**src/rtl/plic_lite_ctrl_if.sv**
```systemverilog
// Register port between the PBUS bridge and the interrupt controller.
// Read data is returned the cycle after the read strobe.
interface plic_lite_ctrl_if;
  logic        reg_we_i;
  logic        reg_re_i;
  logic [9:0]  reg_addr_i;
  logic [31:0] reg_wdata_i;
  logic [31:0] reg_rdata_o;

  modport master (
    output reg_we_i, reg_re_i, reg_addr_i, reg_wdata_i,
    input  reg_rdata_o
  );

  modport slave (
    input  reg_we_i, reg_re_i, reg_addr_i, reg_wdata_i,
    output reg_rdata_o
  );
endinterface

```
**src/rtl/plic_lite_ctrl.sv**
```systemverilog
// Single-target platform interrupt controller: level gateways, pending and
// in-flight tracking, priority/threshold arbitration and claim/complete.
module plic_lite_ctrl #(
  parameter int NUM_SRC    = 32,
  parameter int PRIO_WIDTH = 3
) (
  input  logic               clock_i,
  input  logic               reset_ni,
  input  logic [NUM_SRC-1:0] intr_src_i,
  plic_lite_ctrl_if.slave    bus,
  output logic               irq_o,
  output logic [4:0]         claim_id_o
);

  localparam logic [7:0] W_PEND  = 8'h20;
  localparam logic [7:0] W_EN    = 8'h40;
  localparam logic [7:0] W_THR   = 8'h60;
  localparam logic [7:0] W_CLAIM = 8'h61;
  localparam logic [NUM_SRC-1:0] ONE = {{(NUM_SRC-1){1'b0}}, 1'b1};

  logic [PRIO_WIDTH-1:0] prio_q [NUM_SRC];
  logic [NUM_SRC-1:0]    enable_q;
  logic [NUM_SRC-1:0]    pending_q;
  logic [NUM_SRC-1:0]    in_flight_q;
  logic [PRIO_WIDTH-1:0] thresh_q;
  logic [31:0]           rdata_q;

  logic [7:0]            word;
  logic                  wr_en;
  logic                  rd_en;
  logic                  claim_rd;
  logic                  complete_wr;
  logic                  prio_word;
  logic [NUM_SRC-1:0]    claim_mask;
  logic [NUM_SRC-1:0]    complete_mask;
  logic [NUM_SRC-1:0]    gate_set;
  logic [NUM_SRC-1:0]    eligible;
  logic [4:0]            win_id;
  logic [PRIO_WIDTH-1:0] win_prio;
  logic [31:0]           rd_mux;
  logic                  unused_bits;

  assign word        = bus.reg_addr_i[9:2];
  assign wr_en       = bus.reg_we_i;
  // A simultaneous write takes precedence; the read then has no side effect.
  assign rd_en       = bus.reg_re_i & ~bus.reg_we_i;
  assign prio_word   = (word < 8'(NUM_SRC));
  assign claim_rd    = rd_en && (word == W_CLAIM) && (claim_id_o != 5'd0);
  assign complete_wr = wr_en && (word == W_CLAIM);

  assign claim_mask    = claim_rd    ? (ONE << claim_id_o)              : '0;
  assign complete_mask = complete_wr ? (ONE << bus.reg_wdata_i[4:0])   : '0;
  assign gate_set      = intr_src_i & ~pending_q & ~in_flight_q & ~ONE;
  // The line being claimed this cycle is excluded so the next winner is ready
  // on the same edge that returns the claimed ID.
  assign eligible      = pending_q & ~claim_mask & enable_q;

  always_comb begin
    win_id   = 5'd0;
    win_prio = '0;
    for (int i = 1; i < NUM_SRC; i++) begin
      if (eligible[i] && (prio_q[i] > thresh_q) && (prio_q[i] > win_prio)) begin
        win_id   = 5'(i);
        win_prio = prio_q[i];
      end
    end
  end

  always_comb begin
    rd_mux = '0;
    if (prio_word) begin
      rd_mux = 32'(prio_q[word[4:0]]);
    end else begin
      case (word)
        W_PEND:  rd_mux = 32'(pending_q);
        W_EN:    rd_mux = 32'(enable_q);
        W_THR:   rd_mux = 32'(thresh_q);
        W_CLAIM: rd_mux = 32'(claim_id_o);
        default: rd_mux = '0;
      endcase
    end
  end

  // Register stage: configuration, gateway state, registered winner and read data
  always_ff @(posedge clock_i or negedge reset_ni) begin
    if (!reset_ni) begin
      for (int i = 0; i < NUM_SRC; i++) prio_q[i] <= '0;
      enable_q    <= '0;
      thresh_q    <= '0;
      pending_q   <= '0;
      in_flight_q <= '0;
      claim_id_o  <= 5'd0;
      irq_o       <= 1'b0;
      rdata_q     <= '0;
    end else begin
      if (wr_en) begin
        if (prio_word && (word != 8'd0)) prio_q[word[4:0]] <= bus.reg_wdata_i[PRIO_WIDTH-1:0];
        if (word == W_EN)  enable_q <= bus.reg_wdata_i[NUM_SRC-1:0] & ~ONE;
        if (word == W_THR) thresh_q <= bus.reg_wdata_i[PRIO_WIDTH-1:0];
      end
      pending_q   <= (pending_q | gate_set) & ~claim_mask;
      in_flight_q <= (in_flight_q & ~complete_mask) | claim_mask;
      claim_id_o  <= win_id;
      irq_o       <= (win_id != 5'd0);
      rdata_q     <= rd_en ? rd_mux : '0;
    end
  end

  assign bus.reg_rdata_o = rdata_q;
  assign unused_bits     = ^{bus.reg_addr_i[1:0], intr_src_i[0], bus.reg_wdata_i};

endmodule

```
**src/flat_wrapper.sv**
```systemverilog
// flat-port wrapper written by rule: the top's interface ports become plain ports
module plic_lite_ctrl_flat 
#(
  parameter int NUM_SRC    = 32,
  parameter int PRIO_WIDTH = 3
)
  (clock_i, reset_ni, intr_src_i, irq_o, claim_id_o, bus_reg_we_i, bus_reg_re_i, bus_reg_addr_i, bus_reg_wdata_i, bus_reg_rdata_o);
  plic_lite_ctrl_if bus_i ();
  input  logic clock_i;
  input  logic reset_ni;
  input  logic [NUM_SRC-1:0] intr_src_i;
  output logic irq_o;
  output logic [4:0] claim_id_o;
  input wire logic [$bits(bus_i.reg_we_i)-1:0] bus_reg_we_i;
  input wire logic [$bits(bus_i.reg_re_i)-1:0] bus_reg_re_i;
  input wire logic [$bits(bus_i.reg_addr_i)-1:0] bus_reg_addr_i;
  input wire logic [$bits(bus_i.reg_wdata_i)-1:0] bus_reg_wdata_i;
  output wire logic [$bits(bus_i.reg_rdata_o)-1:0] bus_reg_rdata_o;
  assign bus_i.reg_we_i = bus_reg_we_i;
  assign bus_i.reg_re_i = bus_reg_re_i;
  assign bus_i.reg_addr_i = bus_reg_addr_i;
  assign bus_i.reg_wdata_i = bus_reg_wdata_i;
  assign bus_reg_rdata_o = bus_i.reg_rdata_o;
  plic_lite_ctrl #(.NUM_SRC(NUM_SRC), .PRIO_WIDTH(PRIO_WIDTH)) u_core (.clock_i(clock_i), .reset_ni(reset_ni), .intr_src_i(intr_src_i), .bus(bus_i), .irq_o(irq_o), .claim_id_o(claim_id_o));
endmodule
```
**config.mk**
```make
export PLATFORM = sky130hd
export DESIGN_NAME = plic_lite_ctrl_flat
export DESIGN_NICKNAME = d
export VERILOG_FILES = /design/src/rtl/plic_lite_ctrl_if.sv /design/src/rtl/plic_lite_ctrl.sv /design/src/flat_wrapper.sv
export SDC_FILE = /design/constraint.sdc
export NUM_CORES = 1
export LEC_CHECK = 0
export BUFFER_PORTS_ARGS = -buffer_cell sky130_fd_sc_hd__buf_4
export CORE_ASPECT_RATIO = 0.5
export CORE_MARGIN = 3
export CORE_UTILIZATION = 62
export DETAILED_ROUTE_END_ITERATION = 6
export GPL_TIMING_DRIVEN = 0
export PLACE_DENSITY = 0.82
export SLEW_MARGIN = 20
export SYNTH_ARGS = -nofsm -noshare
export SYNTH_HDL_FRONTEND = slang
export SYNTH_SLANG_ARGS = --single-unit
```
**constraint.sdc**
```tcl
create_clock -name clock_i -period 79.3 [get_ports clock_i]
set_input_delay 15.86 -clock clock_i [delete_from_list [all_inputs] [get_ports clock_i]]
set_output_delay 15.86 -clock clock_i [all_outputs]
set_load 0.1 [all_outputs]
```
* After elaboration in Yosys (flattened, before gate mapping) *
Cells that the tools add are included.

storage, ports and cells
  flip-flop bits (word level) = 232
  bits of input ports = 78
  output and inout port bits = 38
  logic and storage cells = 270

operators by class
  $lt $le $gt $ge = 65
  equality and inequality tests = 4
  shift-type cells = 2
  multiplexer cells = 72
  bitwise gates (word level) = 15
  reductions and logical operators = 73

operators by type and width
  kind                                                                             number
  32-bit AND                                                                       6
  3-bit greater-than comparator                                                    61
  5-bit 2-to-1 mux                                                                 30
  32-bit 2-to-1 mux                                                                4
  32-bit inverter                                                                  4
  32-bit one-hot mux with 4 select lines                                           1
  3-bit 2-to-1 mux                                                                 33
  96-bit bitwise mux                                                               1
  1-bit logical AND                                                                67
  32-bit OR                                                                        2
  1-bit by 5-bit << shifter with 32-bit output, first input constant               2
  8-bit by 7-bit == test with 1-bit output, second input constant                  3
  3-bit binary-select mux with 5-bit select                                        1
  3-bit demux with 5-bit select                                                    1
  5-bit nonzero test                                                               2
  8-bit by 6-bit == test with 1-bit output, second input constant                  1
  8-bit by 6-bit less-than comparator with 1-bit output, second input constant     1
  8-bit nonzero test                                                               1
  6-bit greater-or-equal comparator, second input constant                         1
  6-bit by 1-bit less-than comparator with 1-bit output, second input constant     1
  5-bit inverter with 6-bit output                                                 1
  2-bit AND reduction                                                              3
  3-bit by 1-bit greater-than comparator with 1-bit output, second input constant  1
  1-bit AND                                                                        1
  other kinds (2)                                                                  2

* Longest topological paths before layout *
  depth in word-level cells = 102
  depth in mapped cells = 214
  gate-level depth less buffers = 212

* Worst setup path before layout *
OpenSTA, ideal clock, no wires.

  kind = input to register
  start = input bus_reg_addr_i[5]
  end = register u_core.irq_o
  library setup time = 146 ps
  arrival = 52642 ps
  required time = 79154 ps
  path slack = 26512 ps
  stages on the path = 206
  path buffers = 2
  cells stage by stage = buf_2 -> nor3_4 -> nand2_2 -> nor4_4 -> nor2_1 -> nand2_1 -> ha_1 -> a21oi_1 -> a22oi_1 -> o211a_1 -> buf_6 -> nor4b_1 -> a21oi_1 -> ha_1 -> nor2b_1 -> o21ai_0 -> a21oi_1 -> nand2_1 -> [170 not listed] -> mux2i_1 -> ha_1 -> a21o_1 -> a21oi_1 -> nor3_1 -> o21ai_1 -> nor2_1 -> a21o_1 -> ha_1 -> a21o_1 -> a21oi_1 -> nor3_1 -> o21ai_0 -> and2_1 -> inv_1 -> a31oi_1 -> and3_1 -> nand4_1

between the ends
  word-level cells in the longest chain between the ends = 101

RTL lines
  what                                        line                   source
  start, declared                             flat_wrapper.sv:16     input wire logic [$bits(bus_i.reg_addr_i)-1:0] bus_reg_addr_i;
  8-bit by 7-bit == test with 1-bit output *  plic_lite_ctrl.sv:48   assign claim_rd = rd_en && (word == W_CLAIM) && (claim_id_o != 5'd0);
  1-bit logical AND * (2 in series)           plic_lite_ctrl.sv:48
  32-bit 2-to-1 mux *                         plic_lite_ctrl.sv:51   assign claim_mask = claim_rd ? (ONE << claim_id_o) : '0;
  32-bit inverter *                           plic_lite_ctrl.sv:56   assign eligible = pending_q & ~claim_mask & enable_q;
  32-bit AND * (2 in series)                  plic_lite_ctrl.sv:56
  1-bit logical AND (2 in series)             plic_lite_ctrl.sv:62   if (eligible[i] && (prio_q[i] > thresh_q) && (prio_q[i] > win_prio)) begin
  3-bit 2-to-1 mux                            plic_lite_ctrl.sv:62
  3-bit greater-than comparator               plic_lite_ctrl.sv:62
  [82 not listed]                             --
  3-bit 2-to-1 mux                            plic_lite_ctrl.sv:62
  3-bit greater-than comparator               plic_lite_ctrl.sv:62
  1-bit logical AND                           plic_lite_ctrl.sv:62
  3-bit 2-to-1 mux                            plic_lite_ctrl.sv:62
  3-bit greater-than comparator               plic_lite_ctrl.sv:62
  1-bit logical AND                           plic_lite_ctrl.sv:62
  5-bit 2-to-1 mux *                          plic_lite_ctrl.sv:62
  5-bit nonzero test *                        plic_lite_ctrl.sv:104  irq_o <= (win_id != 5'd0);
  end signal, assigned                        plic_lite_ctrl.sv:104
  end, declared                               plic_lite_ctrl.sv:11   output logic irq_o,

Mark *: on every way between the ends. The rest lies on a longest branch, timed or not.
A chain may end at the register's enable or synchronous reset.

* Final worst setup path *
Ends and elaborated chain as after synthesis.

==> out/qor.csv <==
metric;value;unit
slowest_stage;nor4b_1;
io_buffers;109;
syn_inst;1768;
synth_edf_count;0;
layout_common_cells;dfrtp_1, nor2_1, nand2_1;
fmax;17.0;MHz
start_util;0.644;
yosysTopAreaCell;dfrtp_1;
crit_fanout;10;
finalMaxSlewViolations;0;
holdCritStartpoint;u_core.prio_q[94];
grt_max_degree;90;
power_leakage;0.00862;uW
crit_type;in2reg;
route.detailed.drc;0;
cts_resized;0;
die_h;122;um
place_inst;2228;
cp.arrival;59.33;ns
cts_tree;yes;
rows;41;
final_common_cell;dfrtp_1;
nFillCells;1958;
period_share;0.744;
reg2reg_depth;206;
vias;15300;
tightest_slew;1.26;ns
synth_ff_type;dfrtp_1;
synth_nets;1979;
cts_htree_levels;1;
p_per_area;14.7;nW/um2
hold_ws;0.465;ns
final_core_util;0.729;
die-area;28800;um2
gp_congestion;0.997;
seq_area;5780;um2
crit_top_cell;ha_1;
hold_violations;0;
syn_area;16500;um2
wl;54.2;mm
avgSynthCellArea;9.36;um2
n_antenna_cell;0;
synth.area.top_cells;dfrtp_1, ha_1, mux2_2, nor2_1, mux4_2;
ys_warn_count;0;
antenna_left;0;
synth_top_area_frac;0.349;
via_per_inst;6.74;
hp-class;reg2reg;
grt_pass1_vias;14500;
area_growth;13.2;%
antenna_found_initial;1;
cts.path.max_buffers;3;
irDropWorstVdd;0.0000170;V
finalSetupViolCount;0;
die_w;237;um
io_pins;116;
cts_buffers;23;
synth_cell_types;98;
critPathCaptureType;flop;
grt_pass1_wl;83.3;mm
grt_usage;0.375;
start_kind;input pin;
critPathRequiredTime;79.67;ns
cts_setup_buffers;0;
drive_gt1_frac;0.196;
post-dp-hpwl;40.3;mm
cts_sinks;231;
layout.nets;2120;
max_stage_delay;0.59;ns
ctsHoldBuffers;0;
drt-initial-drc-count;2031;
worstSkewPairLatency;0.55;ns
async_flop_share;1.00;
clockRootBuffer;clkbuf_16;
status;finished clean;
r2r_end;u_core.irq_o;
drv_cap;0;
period_needed;58.96;ns
setup_tns;0;ns
ys_ff_latch;231;
min_delay_path_depth;1;
drtPass1Iterations;5;
globalRoute.totalOverflow;0;
rr_startpoint;u_core.thresh_q[1];
path_clk_slew;0.07;ns
wl_per_cell;23.9;um
coreArea;25700;um2
rsz0062_at_grt;false;
reg2reg_slack;34.97;ns
multi_input_area;10100;um2
power;275;uW
hold_path_end;u_core.prio_q[94];
yosysSeqAreaShare;0.349;
relSlewSlack;0.158;
final_cells;2270;
finalClockSkew;0.0223;ns
[state kept, by name, indices dropped and copies added, names as in the netlist]
name / count
u_core.in_flight_q: 31
u_core.claim_id_o: 5
u_core.thresh_q: 3
u_core.bus.reg_rdata_o: 32
u_core.prio_q: 96
u_core.enable_q: 31
u_core.irq_o: 1
u_core.pending_q: 32
[area by class of cell]
type,count,share of cell area
Inverter,107,0.0215
Sequential cell,231,0.309
Timing Repair Buffer,116,0.0519
Tap cell,344,0.0230
Clock buffer,31,0.0345
Buffer,62,0.0148
Clock inverter,11,0.00615
Multi-Input combinational cell,1368,0.539
[power by group]
part / internal (uW) / switching [uW] / leakage, uW / total, uW
combinational: 14.5 / 19.8 / 0.00521 / 34.4
sequential: 121 / 4.71 / 0.00303 / 126
clock: 64.0 / 50.6 / 0.000378 / 115
[synth_stat cells (all sizes together) (9+ instances only)]
library cell / number
dfrtp: 231
or3: 9
clkbuf: 41
a21oi: 104
nor4: 12
mux4: 24
and3: 16
and2: 25
a31oi: 25
o21a: 33
o211ai: 15
a211oi: 13
nand3b: 11
nand2: 142
nor2: 144
nand3: 86
a22oi: 31
o21ai: 94
mux2: 134
nand2b: 17
nor3b: 12
buf: 20
inv: 107
o22ai: 14
ha: 133
nor2b: 28
nand4: 19
a21o: 28
or2: 15
o2111ai: 20
maj3: 13
nor3: 42
[critical path: cells and delay by family]
family                   cells  cell delay [ns]
buffers and inverters       11             1.08
multiplexers                 9             3.18
AO/OA/AOI/OAI               79            16.87
adder cells (fa/ha/maj)     36            10.10
AND/OR/NAND/NOR             70            12.19
[metal layers]
metal  global-route usage  vias up  routed length, um  part of all wire
met2                0.564      869              23200              0.43
li1                     -     6851                  -                 -
met1                0.519     7402              22100              0.41
met5                    0        -                  0                 0
met4                0.130        0               2070             0.038
met3                0.112      170               6860              0.13
[worst max-delay path by stage]
stage,slack (ns),from,to
floorplan,26.51,bus_reg_addr_i[5],u_core.irq_o
global placement,20.99,bus_reg_addr_i[5],u_core.irq_o
detailed placement,20.53,bus_reg_addr_i[5],u_core.irq_o
CTS,21.03,bus_reg_addr_i[5],u_core.irq_o
global route,17.05,bus_reg_addr_i[5],u_core.irq_o
finish,20.34,bus_reg_addr_i[5],u_core.irq_o
[cell families after synthesis]
logic type,Yosys count,share of synthesized area
simple gates,606,0.190
flops,231,0.349
mux,165,0.129
fa+ha+maj,146,0.109
compound gates,451,0.183
buf+inv,169,0.0409
[through the flow]
step	setup slack, ns	area (um2)
5_1_grt	17.05	18700
3_3_place_gp	20.99	17800
3_5_place_dp	20.53	18000
2_1_floorplan	26.51	16500
6_report	20.34	18700
4_1_cts	21.03	18700
Note: power is estimated with default switching activity, not from simulation.
